==> config.mk <==
export PLATFORM = sky130hd
export DESIGN_NAME = usb_warmboot_sequencer
export DESIGN_NICKNAME = d
export VERILOG_FILES = /design/src/rtl/usb_warmboot_sequencer.sv
export SDC_FILE = /design/constraint.sdc
export NUM_CORES = 1
export LEC_CHECK = 0
export ABC_AREA = 1
export BUFFER_PORTS_ARGS = -buffer_cell sky130_fd_sc_hd__buf_2
export CORE_MARGIN = 3
export CORE_UTILIZATION = 50
export DETAILED_ROUTE_END_ITERATION = 12
export PLACE_DENSITY_LB_ADDON = 0.1
export SLEW_MARGIN = 10
export SYNTH_ARGS = -nofsm -noshare
export SYNTH_HDL_FRONTEND = slang
export SYNTH_SLANG_ARGS = --single-unit
==> constraint.sdc <==
create_clock -name clk_usb -period 2.11 [get_ports clk_usb]
set_clock_uncertainty 0.2 [all_clocks]
set_input_delay 0.422 -clock clk_usb [delete_from_list [all_inputs] [get_ports clk_usb]]
set_output_delay 0.422 -clock clk_usb [all_outputs]
set_load 0.05 [all_outputs]
==> src/rtl/usb_warmboot_sequencer.sv <==
// usb_warmboot_sequencer
//
// Sits between the bootloader and the SB_WARMBOOT / SB_IO primitives. It accepts
// an image-select request, or raises one itself after an idle timeout. It then
// holds the USB pair in SE0 long enough for the host to see a clean detach.
// After a short select setup time it pulses SB_WARMBOOT BOOT, and holds it until
// reset while the device reconfigures.
//
// Ports:
//   clk_usb        48 MHz system clock
//   reset          synchronous active-high reset
//   boot_req       single-cycle boot request, honoured only in IDLE
//   boot_image     image select, sampled together with boot_req
//   activity       any-cycle pulse that restarts the autoboot timer
//   boot_busy      high while detaching, settling or booting
//   boot_err       one-cycle pulse when a request names an out-of-range image
//   usb_detach     high: board top forces SE0 on the USB pair
//   warmboot_s     SB_WARMBOOT {S1,S0}
//   warmboot_boot  SB_WARMBOOT BOOT
`timescale 1ns/1ps

module usb_warmboot_sequencer #(
    parameter int NUM_IMAGES      = 4,
    parameter int DEFAULT_IMAGE   = 1,
    parameter int DETACH_CYCLES   = 480000,
    parameter int SETTLE_CYCLES   = 4,
    parameter int AUTOBOOT_CYCLES = 0
) (
    input  logic       clk_usb,
    input  logic       reset,
    input  logic       boot_req,
    input  logic [1:0] boot_image,
    input  logic       activity,
    output logic       boot_busy,
    output logic       boot_err,
    output logic       usb_detach,
    output logic [1:0] warmboot_s,
    output logic       warmboot_boot
);

    localparam logic [1:0] ST_IDLE   = 2'd0;
    localparam logic [1:0] ST_DETACH = 2'd1;
    localparam logic [1:0] ST_SETTLE = 2'd2;
    localparam logic [1:0] ST_BOOT   = 2'd3;

    localparam int DW = $clog2(DETACH_CYCLES > 2 ? DETACH_CYCLES : 2);
    localparam int SW = $clog2(SETTLE_CYCLES > 2 ? SETTLE_CYCLES : 2);
    localparam int CW = (DW > SW) ? DW : SW;
    localparam int AW = $clog2(AUTOBOOT_CYCLES > 2 ? AUTOBOOT_CYCLES : 2);

    // Detach and settle share one down-counter; each phase ends when it reads zero.
    localparam logic [CW-1:0] D_LAST = CW'(DETACH_CYCLES - 1);
    localparam logic [CW-1:0] S_LAST = CW'(SETTLE_CYCLES - 1);

    localparam bit            AB_EN   = (AUTOBOOT_CYCLES > 0);
    localparam logic [AW-1:0] AB_LAST = AB_EN ? AW'(AUTOBOOT_CYCLES - 1) : '0;

    localparam logic [1:0] DEF_S = 2'(DEFAULT_IMAGE);
    localparam logic [2:0] NUM_L = 3'(NUM_IMAGES);

    logic [1:0]    state;
    logic [CW-1:0] cnt;
    logic [AW-1:0] ab_cnt;
    logic          image_ok;
    logic          ab_expire;

    assign image_ok  = ({1'b0, boot_image} < NUM_L);
    assign ab_expire = AB_EN && (ab_cnt == AB_LAST);

    always_ff @(posedge clk_usb) begin
        if (reset) begin
            state         <= ST_IDLE;
            cnt           <= '0;
            ab_cnt        <= '0;
            boot_busy     <= 1'b0;
            boot_err      <= 1'b0;
            usb_detach    <= 1'b0;
            warmboot_s    <= DEF_S;
            warmboot_boot <= 1'b0;
        end else begin
            boot_err <= 1'b0;
            case (state)
                ST_IDLE: begin
                    // Priority: request (even a rejected one), then activity, then expiry.
                    if (boot_req) begin
                        ab_cnt <= '0;
                        if (image_ok) begin
                            warmboot_s <= boot_image;
                            state      <= ST_DETACH;
                            cnt        <= D_LAST;
                            usb_detach <= 1'b1;
                            boot_busy  <= 1'b1;
                        end else begin
                            boot_err <= 1'b1;
                        end
                    end else if (activity) begin
                        ab_cnt <= '0;
                    end else if (ab_expire) begin
                        ab_cnt     <= '0;
                        warmboot_s <= DEF_S;
                        state      <= ST_DETACH;
                        cnt        <= D_LAST;
                        usb_detach <= 1'b1;
                        boot_busy  <= 1'b1;
                    end else if (AB_EN) begin
                        ab_cnt <= ab_cnt + 1'b1;
                    end
                end
                ST_DETACH: begin
                    if (cnt == '0) begin
                        state <= ST_SETTLE;
                        cnt   <= S_LAST;
                    end else begin
                        cnt <= cnt - 1'b1;
                    end
                end
                ST_SETTLE: begin
                    if (cnt == '0) begin
                        state         <= ST_BOOT;
                        warmboot_boot <= 1'b1;
                    end else begin
                        cnt <= cnt - 1'b1;
                    end
                end
                ST_BOOT: begin
                    // Held until reset; the FPGA reconfigures underneath us.
                end
                default: state <= ST_IDLE;
            endcase
        end
    end

endmodule

==> Yosys cells after proc, flatten, opt, wreduce, memory -nomap -nowiden <==
Index checks and enable logic that the tools add are counted.
{ "word_totals": {"reg_bits": 25, "input_bits": 6, "output_inout_bits": 6, "wordCells": 27} }
{ "op_classes": {"add_sub_neg": 1, "eq_ne": 6, "n_mux": 8, "reduce_logical": 7} }
{ "op_table": {"columns": ["cell", "n"], "rows": [
  ["19-bit 2-to-1 mux", 3],
  ["19-bit one-hot mux with 3 select lines", 1],
  ["19-bit zero test", 1],
  ["19-bit by 1-bit subtractor with 19-bit output, second input constant", 1],
  ["2-bit inequality test, second input constant", 4],
  ["2-bit 2-to-1 mux", 3],
  ["2-bit one-hot mux with 3 select lines", 1],
  ["2-bit AND reduction", 2],
  ["4-bit AND reduction", 1],
  ["3-bit AND reduction", 1],
  ["3-bit nonzero test", 1],
  ["2-bit by 1-bit equality test with 1-bit output, second input constant", 1],
  ["2-bit equality test, second input constant", 1],
  ["2-bit zero test", 1]
]} }

==> Longest topological paths before layout <==
{ "logic_depth": {"depth_word": 3, "mapped_depth": 11, "depth_no_buf": 11} }

==> Worst setup path before layout <==
OpenSTA, ideal clock, no wires.
{ "synth_path": {"path_type": "reg-to-reg", "start": "register state[0]", "end": "register state[1]", "setup_ns": 0.120, "t_arrival_ns": 1.441, "t_required_ns": 1.790, "setup_slack_ns": 0.349, "stages_incl_launch_ff": 8, "n_path_buf": 1, "synth_period_minus_slack_ns": 1.761, "cell_sequence": "dfxtp_1 -> inv_1 -> ha_1 -> a21oi_1 -> buf_2 -> nand2_1 -> o21ai_0 -> a21oi_1"} }
{ "synth_between": {"elab_chain_len": 3, "word_cells_on_any_way": 9, "cone_classes": "5 x eq/ne; 1 x mux; 3 x reduce/logical"} }
{ "synth_rtl": {"columns": ["item", "line", "rtl"], "rows": [
  ["from (decl)", "61", "logic [1:0] state;"],
  ["from (signal assigned)", "72", "state <= ST_IDLE;"],
  ["from (signal assigned)", "89", "state <= ST_DETACH;"],
  ["from (signal assigned)", "101", "state <= ST_DETACH;"],
  ["2-bit by 1-bit equality test with 1-bit output (tied with other cells)", "82", "case (state)"],
  ["2-bit inequality test (no source line) / 3-bit nonzero test (equally long branches)", null, null],
  ["4-bit AND reduction (no source line)", null, null]
]} }
Parallel ways exist; a longest one is shown, timed or not.
A chain may end at the register's enable or synchronous reset.

==> Final worst setup path <==
{ "layout_path": {"start": "register state[0]", "end": "register cnt[11]"} }
{ "layout_between": {"elab_chain_len": 3, "word_cells_on_any_way": 8, "cone_classes": "4 x eq/ne; 1 x mux; 3 x reduce/logical"} }
{ "layout_rtl": {"columns": ["item", "line", "rtl"], "rows": [
  ["2-bit equality test (tied with other cells)", "82", null],
  ["2-bit inequality test (no source line) / 3-bit nonzero test (equally long branches)", null, null],
  ["3-bit AND reduction (no source line)", null, null],
  ["to (signal assigned)", "114", "cnt <= cnt - 1'b1;"],
  ["to (signal assigned)", "122", "cnt <= cnt - 1'b1;"],
  ["to (decl)", "62", "logic [CW-1:0] cnt;"]
]} }
Parallel ways exist; a longest one is shown, timed or not.

==> flow_summary.yaml <==
setup_path:
  r2r_cells: 9
  rrSetupSlack_ps: 160
  critPathLaunchType: "flip-flop"
  r2r_end: "cnt[11]"
  crit_chain: "inv_1 > ha_1 > a21oi_1 > buf_4 > nand2_2 > inv_2 > nand2_2 > nand2_2 > nor2_1"
  cpLargestDelayFamily: "buffers and inverters"
  endpoint_kind: "flip-flop"
  rr_startpoint: "state[0]"
  max_stage_delay_ps: 410
  cpMostUsedCell: "nand2_2"
  cp.arrival_ps: 2000
  cp_max_fo: 14
  crit_type: "reg -> reg"
  critPathBufInv: 3
  cp.required_ps: 2160
  worst_path_max_delay_cell: "dfxtp_1"
floorplan:
  die_area_um2: 3930
  coreArea_um2: 2900
  ioPinCount: 12
  die_h_um: 62.7
  rows: 19
  initial_utilization_pct: 55.4
  die_w_um: 62.7
global_route:
  grt_max_degree: 15
  grt_pass1_wl_um: 6160
  first_global_vias: 1380
  antenna_found_initial: 0
  grt_overflow: 0
  grt_use_total_pct: 18.9
min_path:
  hold_depth: 2
  hold_end: "warmboot_boot"
  worstHoldStart: "reset"
  min_path_type: "in -> reg"
flow_run:
  maxCapViolCount: 0
cells_and_area:
  insertedDiodeCount: 0
  final_util_pct: 59.8
  areaGrowthSynthToFinish_pct: 8.02
  drive_gt1_share_pct: 14.7
  nFillCells: 306
  nets: 271
clock_network:
  clk_pin_slew_ps: 140
  h-tree-depth: 1
  cts_tree: "yes"
  numCtsBuffers: 3
  hold_buffers: 0
  clock_latency_ps: 330
  clock_path_buffers: 2
  ctsResizeCount: 0
  clkSinkCount: 25
  cts-root-buf: "clkbuf_4"
  post-cts-setup-buffers: 0
drt:
  antenna_left: 0
  drt_pass1_iterations: 4
  num_vias: 1451
  wl_per_cell_um: 11.2
  drc: 0
  drt_iter0_drc: 79
  detail_route.wirelength_um: 3350
  viasPerCell: 4.84
pwr:
  p_leak_nw: 0.849
  peakVddDrop_mv: 0.766
  pwr_density_cell_nw_per_um2: 1460
timing:
  grt_setup_unrepaired: "no"
  finalSetupTns_ps: 0
  finalSetupViolCount: 0
  min_period_ps: 1950
  slew_violations: 0
  hold_violations: 0
  fmax_ghz: 0.513
  post-route-period-util_pct: 92.4
logic_synthesis:
  synth.distinct_cells: 28
  yosys_warnings: 0
  netlist_area_um2: 1610
  ys_ff_latch: 25
  ys_seq_area_share_pct: 31.2
  synthCells: 246
  syn_nets: 258
  syn_avg_cell_area_um2: 6.53
placed_design:
  port_buffers: 9
  place_congestion: 0.841
  dp_hpwl_um: 2490
status:
  status: "completed"
==> through the flow <==
stage	cell area (µm²)	hold WS [ps]	power, mW	worst slack [ps]	cells
floorplan	1610	262	2.01	349	246
detailed placement	1700	248	2.29	188	296
global route	1740	37.6	2.80	6.68	300
finish	1740	51.2	2.53	160	300
CTS	1730	52.0	2.52	174	300
global placement	1700	244	2.27	202	296
==> logic make-up after synthesis <==
group                    count (synthesis)  share of synthesized area [%]
AND/OR/NAND/NOR                        134                           38.6
buffers and inverters                   39                           10.7
AO/OA/AOI/OAI                           34                           10.7
flip-flops                              25                           31.2
XOR/XNOR                                 7                           3.82
adder cells (fa/ha/maj)                  6                           4.67
other                                    1                          0.233
==> cells in the final DEF, fill, tap and decap left out, types with 6 or more instances in the layout <==
master,Yosys,routed
dfxtp_1,25,25
a21oi_1,16,16
inv_1,30,30
nand3_1,14,14
o21ai_0,6,6
nand2_2,6,6
ha_1,6,6
nor2_1,50,50
buf_4,2,7
buf_2,3,9
o21ai_1,10,10
nand2_1,46,46
==> routing by layer <==
| layer | GRT usage [%] | part of all wire, % | vias up |
|---|---|---|---|
| met2 | 31.3 | 46 | 15 |
| li1 | - | - | 794 |
| met1 | 25.2 | 49 | 637 |
| met4 | 5.79 | 1.5 | 0 |
| met5 | 0 | 0 | - |
| met3 | 2.70 | 2.8 | 5 |
==> cell type report <==
type / count / area, µm² / share of cell area, %
inverter: 31 / 116 / 6.71
multi-input combinational: 182 / 941 / 54.2
sequential: 25 / 500 / 28.8
timing repair buffer: 16 / 97.6 / 5.62
tap: 42 / 52.6 / 3.03
clock inverter: 1 / 5.00 / 0.288
clock buffer: 3 / 22.5 / 1.30
==> flip-flops by register name, indices dropped and copies added (netlist names) <==
signal         cells
usb_detach         1
warmboot_boot      1
cnt               19
warmboot_s         2
state              2
==> worst max path at each step <==
stage	to	cells after the start	start
final	cnt[11]	9	state[0]
after global routing	cnt[11]	9	state[0]
after CTS	cnt[6]	7	state[0]
after detailed placement	cnt[4]	7	state[0]
after global placement	cnt[2]	7	state[0]
after floorplan	state[1]	7	state[0]
==> worst reg2reg max path: stages, from the launching register on <==
cell and delay (ps):
dfxtp_1 410, inv_1 100, ha_1 210, a21oi_1 140, buf_4 230, nand2_2 90
inv_2 220, nand2_2 130, nand2_2 100, nor2_1 40
==> Yosys cell counts <==
| cell type | number | area (µm²) |
|---|---|---|
| dfxtp_1 | 25 | 500 |
| inv_1 | 30 | 113 |
| o22ai_1 | 2 | 12.5 |
| or2_2 | 1 | 6.26 |
| buf_4 | 2 | 15.0 |
| a21oi_1 | 16 | 80.1 |
| xor2_1 | 4 | 35.0 |
| nor3_1 | 2 | 10.0 |
| nand4_1 | 4 | 25.0 |
| inv_2 | 1 | 3.75 |
| nor2_4 | 1 | 11.3 |
| nand3_2 | 3 | 30.0 |
| ha_1 | 6 | 75.1 |
| o21ai_1 | 10 | 50.1 |
| conb_1 | 1 | 3.75 |
| nand2_1 | 46 | 173 |
| xnor2_1 | 3 | 26.3 |
| nor2_1 | 50 | 188 |
| nor2_2 | 3 | 18.8 |
| clkbuf_1 | 1 | 3.75 |
| nand4_4 | 1 | 21.3 |
| o21ai_0 | 6 | 30.0 |
| nand2_2 | 6 | 37.5 |
| nand3_1 | 14 | 70.1 |
| nor3b_1 | 1 | 7.51 |
| nand2_4 | 2 | 22.5 |
| buf_6 | 2 | 22.5 |
| buf_2 | 3 | 15.0 |
==> report_power, final <==
part	leakage, nW	internal [mW]	switching (mW)	total [mW]
clock	0.0177	0.0715	0.156	0.227
sequential	0.207	0.633	0.166	0.798
combinational	0.624	0.532	0.969	1.50
total	0.849	1.24	1.29	2.53
Power figures use the tool's default switching activity.
